$ cat src/rtl/popcount_ctrl_pkg.sv
// popcount_ctrl_pkg: shared states, core widths and width helper for the popcount neuron controller
package popcount_ctrl_pkg;
  typedef enum logic [2:0] {IDLE, LOAD, POS, NEG, RESULT} state_t;
  localparam int PC_IN_W = 22;
  localparam int PC_CNT_W = 5;
  function automatic int clog2(input int v);
    int r;
    r = 0;
    for (int i = 0; i < 31; i++) if ((1 << i) < v) r = i + 1;
    return r;
  endfunction
endpackage

$ cat src/rtl/sat_acc.sv
// sat_acc: unsigned saturating accumulator with clear and enable
module sat_acc #(parameter int ACC_W = 8) (
  input  logic             clk,
  input  logic             rst,
  input  logic             clr,
  input  logic             en,
  input  logic [ACC_W-1:0] add,
  output logic [ACC_W-1:0] acc,
  output logic [ACC_W-1:0] nxt
);
  logic [ACC_W:0] sum;
  always_comb begin
    sum = {1'b0, acc} + {1'b0, add};
    nxt = clr ? '0 : en ? (sum[ACC_W] ? '1 : sum[ACC_W-1:0]) : acc;
  end
  always_ff @(posedge clk or posedge rst)
    if (rst) acc <= '0;
    else acc <= nxt;
endmodule

$ cat src/rtl/popcount22_neuron_seq.sv
// popcount22_neuron_seq: time-shares an external popcount22 core to evaluate a multi-chunk ternary neuron
module popcount22_neuron_seq
  import popcount_ctrl_pkg::*;
#(
  parameter int CHUNKS = 4,
  parameter int ACC_W = 8
) (
  input  logic                clk,
  input  logic                rst,
  input  logic                start,
  input  logic [ACC_W:0]      thr,
  output logic                busy,
  input  logic                in_valid,
  output logic                in_ready,
  input  logic [PC_IN_W-1:0]  in_pos,
  input  logic [PC_IN_W-1:0]  in_neg,
  output logic [PC_IN_W-1:0]  pc_in,
  input  logic [PC_CNT_W-1:0] pc_cnt,
  output logic                out_valid,
  input  logic                out_ready,
  output logic [ACC_W:0]      out_sum,
  output logic                out_act
);
  localparam int CW = CHUNKS > 1 ? clog2(CHUNKS) : 1;
  state_t state;
  logic [CW-1:0] chunk_cnt;
  logic [PC_IN_W-1:0] pos_reg, neg_reg;
  logic [ACC_W:0] thr_r, diff;
  logic [ACC_W-1:0] cnt, pos_acc, neg_acc, pos_nxt, neg_nxt;
  logic clr;
  assign cnt = ACC_W'(pc_cnt);
  assign clr = state == IDLE && start;
  assign busy = state != IDLE;
  assign in_ready = state == LOAD;
  assign out_valid = state == RESULT;
  assign pc_in = state == POS ? pos_reg : state == NEG ? neg_reg : '0;
  // Uses next-state accumulator values so the result registers in the final NEG cycle.
  assign diff = {1'b0, pos_nxt} - {1'b0, neg_nxt};
  sat_acc #(.ACC_W(ACC_W)) u_pos (
    .clk(clk), .rst(rst), .clr(clr), .en(state == POS), .add(cnt), .acc(pos_acc), .nxt(pos_nxt)
  );
  sat_acc #(.ACC_W(ACC_W)) u_neg (
    .clk(clk), .rst(rst), .clr(clr), .en(state == NEG), .add(cnt), .acc(neg_acc), .nxt(neg_nxt)
  );
  always_ff @(posedge clk or posedge rst)
    if (rst) begin
      state <= IDLE;
      chunk_cnt <= '0;
      pos_reg <= '0;
      neg_reg <= '0;
      thr_r <= '0;
      out_sum <= '0;
      out_act <= 1'b0;
    end else begin
      case (state)
        IDLE: if (start) begin
          thr_r <= thr;
          chunk_cnt <= '0;
          state <= LOAD;
        end
        LOAD: if (in_valid) begin
          pos_reg <= in_pos;
          neg_reg <= in_neg;
          state <= POS;
        end
        POS: state <= NEG;
        NEG: if (chunk_cnt == CW'(CHUNKS - 1)) begin
          out_sum <= diff;
          out_act <= $signed(diff) >= $signed(thr_r);
          state <= RESULT;
        end else begin
          chunk_cnt <= chunk_cnt + CW'(1);
          state <= LOAD;
        end
        RESULT: if (out_ready) state <= IDLE;
        default: state <= IDLE;
      endcase
    end
endmodule

$ cat config.mk
export PLATFORM = sky130hd
export DESIGN_NAME = popcount22_neuron_seq
export DESIGN_NICKNAME = d
export VERILOG_FILES = /design/src/rtl/popcount_ctrl_pkg.sv /design/src/rtl/sat_acc.sv /design/src/rtl/popcount22_neuron_seq.sv
export SDC_FILE = /design/constraint.sdc
export NUM_CORES = 1
export LEC_CHECK = 0
export ABC_AREA = 0
export BUFFER_PORTS_ARGS = -buffer_cell sky130_fd_sc_hd__buf_2
export CAP_MARGIN = 20
export CORE_MARGIN = 1
export CORE_UTILIZATION = 55
export DETAILED_ROUTE_END_ITERATION = 8
export GPL_TIMING_DRIVEN = 0
export HOLD_SLACK_MARGIN = 0.08
export PLACE_DENSITY_LB_ADDON = 0.3
export SYNTH_ARGS = -nofsm -noshare
export SYNTH_HDL_FRONTEND = slang
export SYNTH_HIERARCHICAL = 1
export SYNTH_SLANG_ARGS = --single-unit
$ cat constraint.sdc
create_clock -name clk -period 5.5 [get_ports clk]
set_clock_uncertainty 0.1 [all_clocks]
set_input_delay 0.275 -clock clk [delete_from_list [all_inputs] [get_ports clk]]
set_output_delay 0.275 -clock clk [all_outputs]
set_load 0.01 [all_outputs]
==> out/qor.txt <==
STA
--------------------------------------------------------------------------------------------------------
Period minus WS final .....................................................................      4.93 ns
Max_slew headroom .........................................................................        46.8%
Number of setup violations in the final report ............................................            0
Highest clock frequency the design can meet ...............................................    0.203 GHz
Final critical-path share of the clock period .............................................        89.7%
Final hold viol count .....................................................................            0
Final TNS setup ...........................................................................         0 ns
Least setup slack across all paths after layout ...........................................     0.567 ns
Final slew viol count .....................................................................            0
Setup repair after global routing missed its margin .......................................        false
Actual slew at the worst max-slew pin .....................................................     0.797 ns

DIE
--------------------------------------------------------------------------------------------------------
Overall die height ........................................................................      94.8 µm
# IOs .....................................................................................           98
Placement row count .......................................................................           33
Placeable core area .......................................................................     8260 µm²
Total die area ............................................................................     8980 µm²
Initial core utilization ..................................................................        57.3%
Die X-Extent ..............................................................................      94.8 µm

WORST SETUP PATH
--------------------------------------------------------------------------------------------------------
Worst-path cell with the longest stage delay .............................................. sky130_fd_sc_hd__dfrtp_1
Most numerous cell on the critical path ................................................... sky130_fd_sc_hd__nor2_1
Classification of the worst setup path ....................................................   reg -> reg
Critical Path Fanout Max ..................................................................           10
Cells along the critical path ............................................................. nand2b_1 > nor2_1 > buf_2 > buf_2 > nand2b_1 > o21bai_1 > nor4_1 > nor3_1 > inv_1 > ha_1 > inv_1 > fa_1 > a211oi_2 > nor2_1 > o21a_1 > nor3_1 > nor2_1 > ha_1 > a211oi_1 > o221ai_1 > a21oi_1 > o31ai_1
Critical path startpoint category .........................................................    flip-flop
Arrival time of the worst setup path ......................................................      5.09 ns
Family of cells with the greatest summed delay on the critical path ....................... simple AND/OR/NAND/NOR gates
Number of buffers and inverters on the critical path ......................................            4
Endpoint kind of the worst setup timing path ..............................................    flip-flop
CP max stage delay ........................................................................      0.48 ns
Critical path required time ...............................................................      5.65 ns

LOGIC SYNTHESIS
--------------------------------------------------------------------------------------------------------
Post-synth top flop ....................................................................... sky130_fd_sc_hd__dfrtp_1
Average footprint of a synthesized cell ...................................................     11.2 µm²
Async set-reset flop share out of synthesis ...............................................         100%
Flops & latches, synth ....................................................................           84
EDFF count, synth .........................................................................            0
Total of warnings raised by yosys .........................................................            6
Count of unique library cells instantiated by Yosys .......................................           54
Cell area after synthesis .................................................................     4730 µm²
Proportion of synthesized chip area in sequential cells ...................................        44.4%
Number of cells produced by synthesis .....................................................          423

ROUTE
--------------------------------------------------------------------------------------------------------
Routed wirelength normalized by instance count ............................................      17.7 µm
Vias after detailed routing ...............................................................         4012
1st-pass router iterations ................................................................            4
Antenna viol nets, final ..................................................................            0
Routed wire length ........................................................................     12400 µm
Post-DR vias/cell .........................................................................         5.72
Iteration-0 DRC Markers ...................................................................          193
Remaining design rule violation count .....................................................            0

POWER AND IR DROP
--------------------------------------------------------------------------------------------------------
Cell-internal power .......................................................................    0.00224 W
Peak supply drop ..........................................................................       444 µV
Combinational cell fraction of total power ................................................        61.6%
PD cells ..................................................................................   657 nW/µm²
Flop pwr share ............................................................................        28.0%
Leakage power figure ......................................................................      2.90 nW
Clk network pwr share .....................................................................        10.4%
Net load switching power ..................................................................    0.00179 W
Switching Share ...........................................................................        44.4%

CLOCK TREE
--------------------------------------------------------------------------------------------------------
Num CTS Buffers ...........................................................................            9
Post-CTS clock slew at the launch and capture registers of the worst setup and hold paths .      0.09 ns
Clock root buffer master .................................................................. sky130_fd_sc_hd__clkbuf_8
CTS resizes ...............................................................................            0
Number of buffers between clock root and the deepest sink .................................            2
Worst skew pair latency ...................................................................      0.36 ns
Clock H-tree levels .......................................................................            3
CTS sink cnt ..............................................................................           84
Clock tree from TritonCTS .................................................................         done

RUN STATUS
--------------------------------------------------------------------------------------------------------
Result of the run .........................................................................    completed

PLACE
--------------------------------------------------------------------------------------------------------
Post-DP HPWL ..............................................................................      8100 µm
Dpl cells .................................................................................          631
Count of input and output buffers .........................................................           97
Global placer's final weighted congestion .................................................        0.822
Pre-CTS setup slack .......................................................................     0.622 ns

GLOBAL ROUTING
--------------------------------------------------------------------------------------------------------
Overall overflow remaining after global route .............................................            0
Largest net degree at the start of global routing .........................................           39
Via count of the first global-routing pass ................................................         4214
Initial antenna violation count ...........................................................            0
First-pass GRT wire length ................................................................     20300 µm
Overall fraction of global-route tracks in use ............................................        29.9%

FINISH
--------------------------------------------------------------------------------------------------------
Non-filler instance count after layout ....................................................          702
Area of the multi-input gates .............................................................     2450 µm²
Fraction of layout instances using a drive strength above 1 ...............................        32.0%
Fillers ...................................................................................          548
Register cell area after layout ...........................................................     2100 µm²
Diodes inserted ...........................................................................            0
Layout-stage area growth over the synthesis result ........................................        29.4%
Net count of the finished layout ..........................................................          692

FLOW RUN
--------------------------------------------------------------------------------------------------------
Max Cap Viol ..............................................................................            0

HOLD PATH
--------------------------------------------------------------------------------------------------------
Path type of the worst min-delay path .....................................................    in -> reg

Yosys cell counts, types with 4 or more instances:
library cell               number  area share (%)
sky130_fd_sc_hd__a21oi_1       12             1.3
sky130_fd_sc_hd__o21bai_1       4            0.63
sky130_fd_sc_hd__nand2_1       23             1.8
sky130_fd_sc_hd__a21o_1         6            0.95
sky130_fd_sc_hd__buf_4          5            0.79
sky130_fd_sc_hd__xnor2_1        7             1.3
sky130_fd_sc_hd__nor4_1         4            0.53
sky130_fd_sc_hd__ha_1          34             9.0
sky130_fd_sc_hd__o21ai_0       13             1.4
sky130_fd_sc_hd__dfrtp_1       84              44
sky130_fd_sc_hd__buf_2          6            0.63
sky130_fd_sc_hd__nor3_1         7            0.74
sky130_fd_sc_hd__mux2_2        45              11
sky130_fd_sc_hd__o21a_1         6            0.95
sky130_fd_sc_hd__nand2b_1       5            0.66
sky130_fd_sc_hd__a22o_1        23             4.3
sky130_fd_sc_hd__inv_1         27             2.1
sky130_fd_sc_hd__nand3_1        7            0.74
sky130_fd_sc_hd__nor2_1        31             2.5
sky130_fd_sc_hd__a211oi_1      13             2.1
sky130_fd_sc_hd__mux2_1         5             1.2
power by group through the flow:
stage / clock network, W / logic (W) / registers [W]
detailed placement: 0 / 0.00236 / 0.00112
CTS: 0.000416 / 0.00243 / 0.00111
global placement: 0 / 0.00226 / 0.00110
floorplan: 0 / 0.00179 / 0.00108
finish: 0.000419 / 0.00248 / 0.00113
global route: 0.000451 / 0.00273 / 0.00116
what timing repair did:
item | 4_1_cts | 5_1_grt
hold endpoints to repair | 107 | 0
buffers inserted | 0 | 0
hold buffers | 55 | 0
per-stage QoR:
step                      util (%)  area (µm²)  hold slack, ns  power, W
after floorplan                  -        4750        -0.00934   0.00287
after global routing          74.2        6120           0.113   0.00435
after global placement        65.0        5370           0.145   0.00336
after detailed placement      65.3        5390           0.160   0.00349
final                         74.2        6120           0.108   0.00403
after CTS                     74.2        6120          0.0966   0.00395
worst paths after layout:
check / slack (ns) / cells past startpoint / start / endpoint
max: 0.57 / 22 / state[0] / out_act
min reg2reg: 0.39 / 2 / out_sum[3] / out_sum[3]
max in group asynchronous: 4.11 / 4 / rst / out_sum[8]
min: 0.11 / 3 / in_valid / state[1]
max reg2reg: 0.57 / 22 / state[0] / out_act
min in group asynchronous: 0.33 / 3 / rst / u_neg/acc[4]
placed cells by master, fill, tap and decap left out, drive strengths merged, types with 3 or more instances in the layout:
| cell type | count |
|---|---|
| a21oi | 13 |
| conb | 6 |
| nor2 | 33 |
| o21ai | 14 |
| a211oi | 14 |
| clkinvlp | 4 |
| nor3 | 9 |
| nand2 | 23 |
| xor2 | 3 |
| inv | 28 |
| clkbuf | 10 |
| xnor2 | 7 |
| dfrtp | 84 |
| o21a | 6 |
| nand3 | 7 |
| mux2 | 50 |
| a22o | 23 |
| a221oi | 3 |
| o31ai | 5 |
| dlygate4sd3 | 55 |
| nor2b | 3 |
| nand2b | 6 |
| nor4 | 4 |
| buf | 113 |
| a21o | 6 |
| o21bai | 4 |
| ha | 34 |
| nor3b | 4 |
| fa | 3 |
area by class of cell:
type / count / area share, %
Clock buffer: 10 / 2.25
Multi-Input combinational cell: 302 / 40.0
Clock inverter: 6 / 0.776
Sequential cell: 84 / 34.3
Timing Repair Buffer: 153 / 17.2
Buffer: 15 / 1.59
Tap cell: 105 / 2.15
Inverter: 27 / 1.65
tightest hold or removal path: stages:
cell                      delay [ns]
sky130_fd_sc_hd__buf_2          0.11
sky130_fd_sc_hd__nand3_1        0.07
sky130_fd_sc_hd__a21oi_1        0.07
kinds of logic after synthesis:
| logic type | after synthesis | synth area share [%] |
|---|---|---|
| simple gates | 100 | 11.3 |
| compound gates | 99 | 16.0 |
| fa+ha+maj | 37 | 10.3 |
| xor+xnor | 10 | 1.85 |
| mux | 50 | 11.9 |
| buf+inv | 42 | 4.20 |
| other cells | 1 | 0.0792 |
| flops | 84 | 44.4 |
metal layers:
layer / part of all wire [%] / global-route usage (%)
met4: 2.9 / 13.8
met5: 0 / 0
met2: 52 / 51.0
met3: 4.4 / 5.72
met1: 41 / 36.6
(Power assumes the default switching activity.)
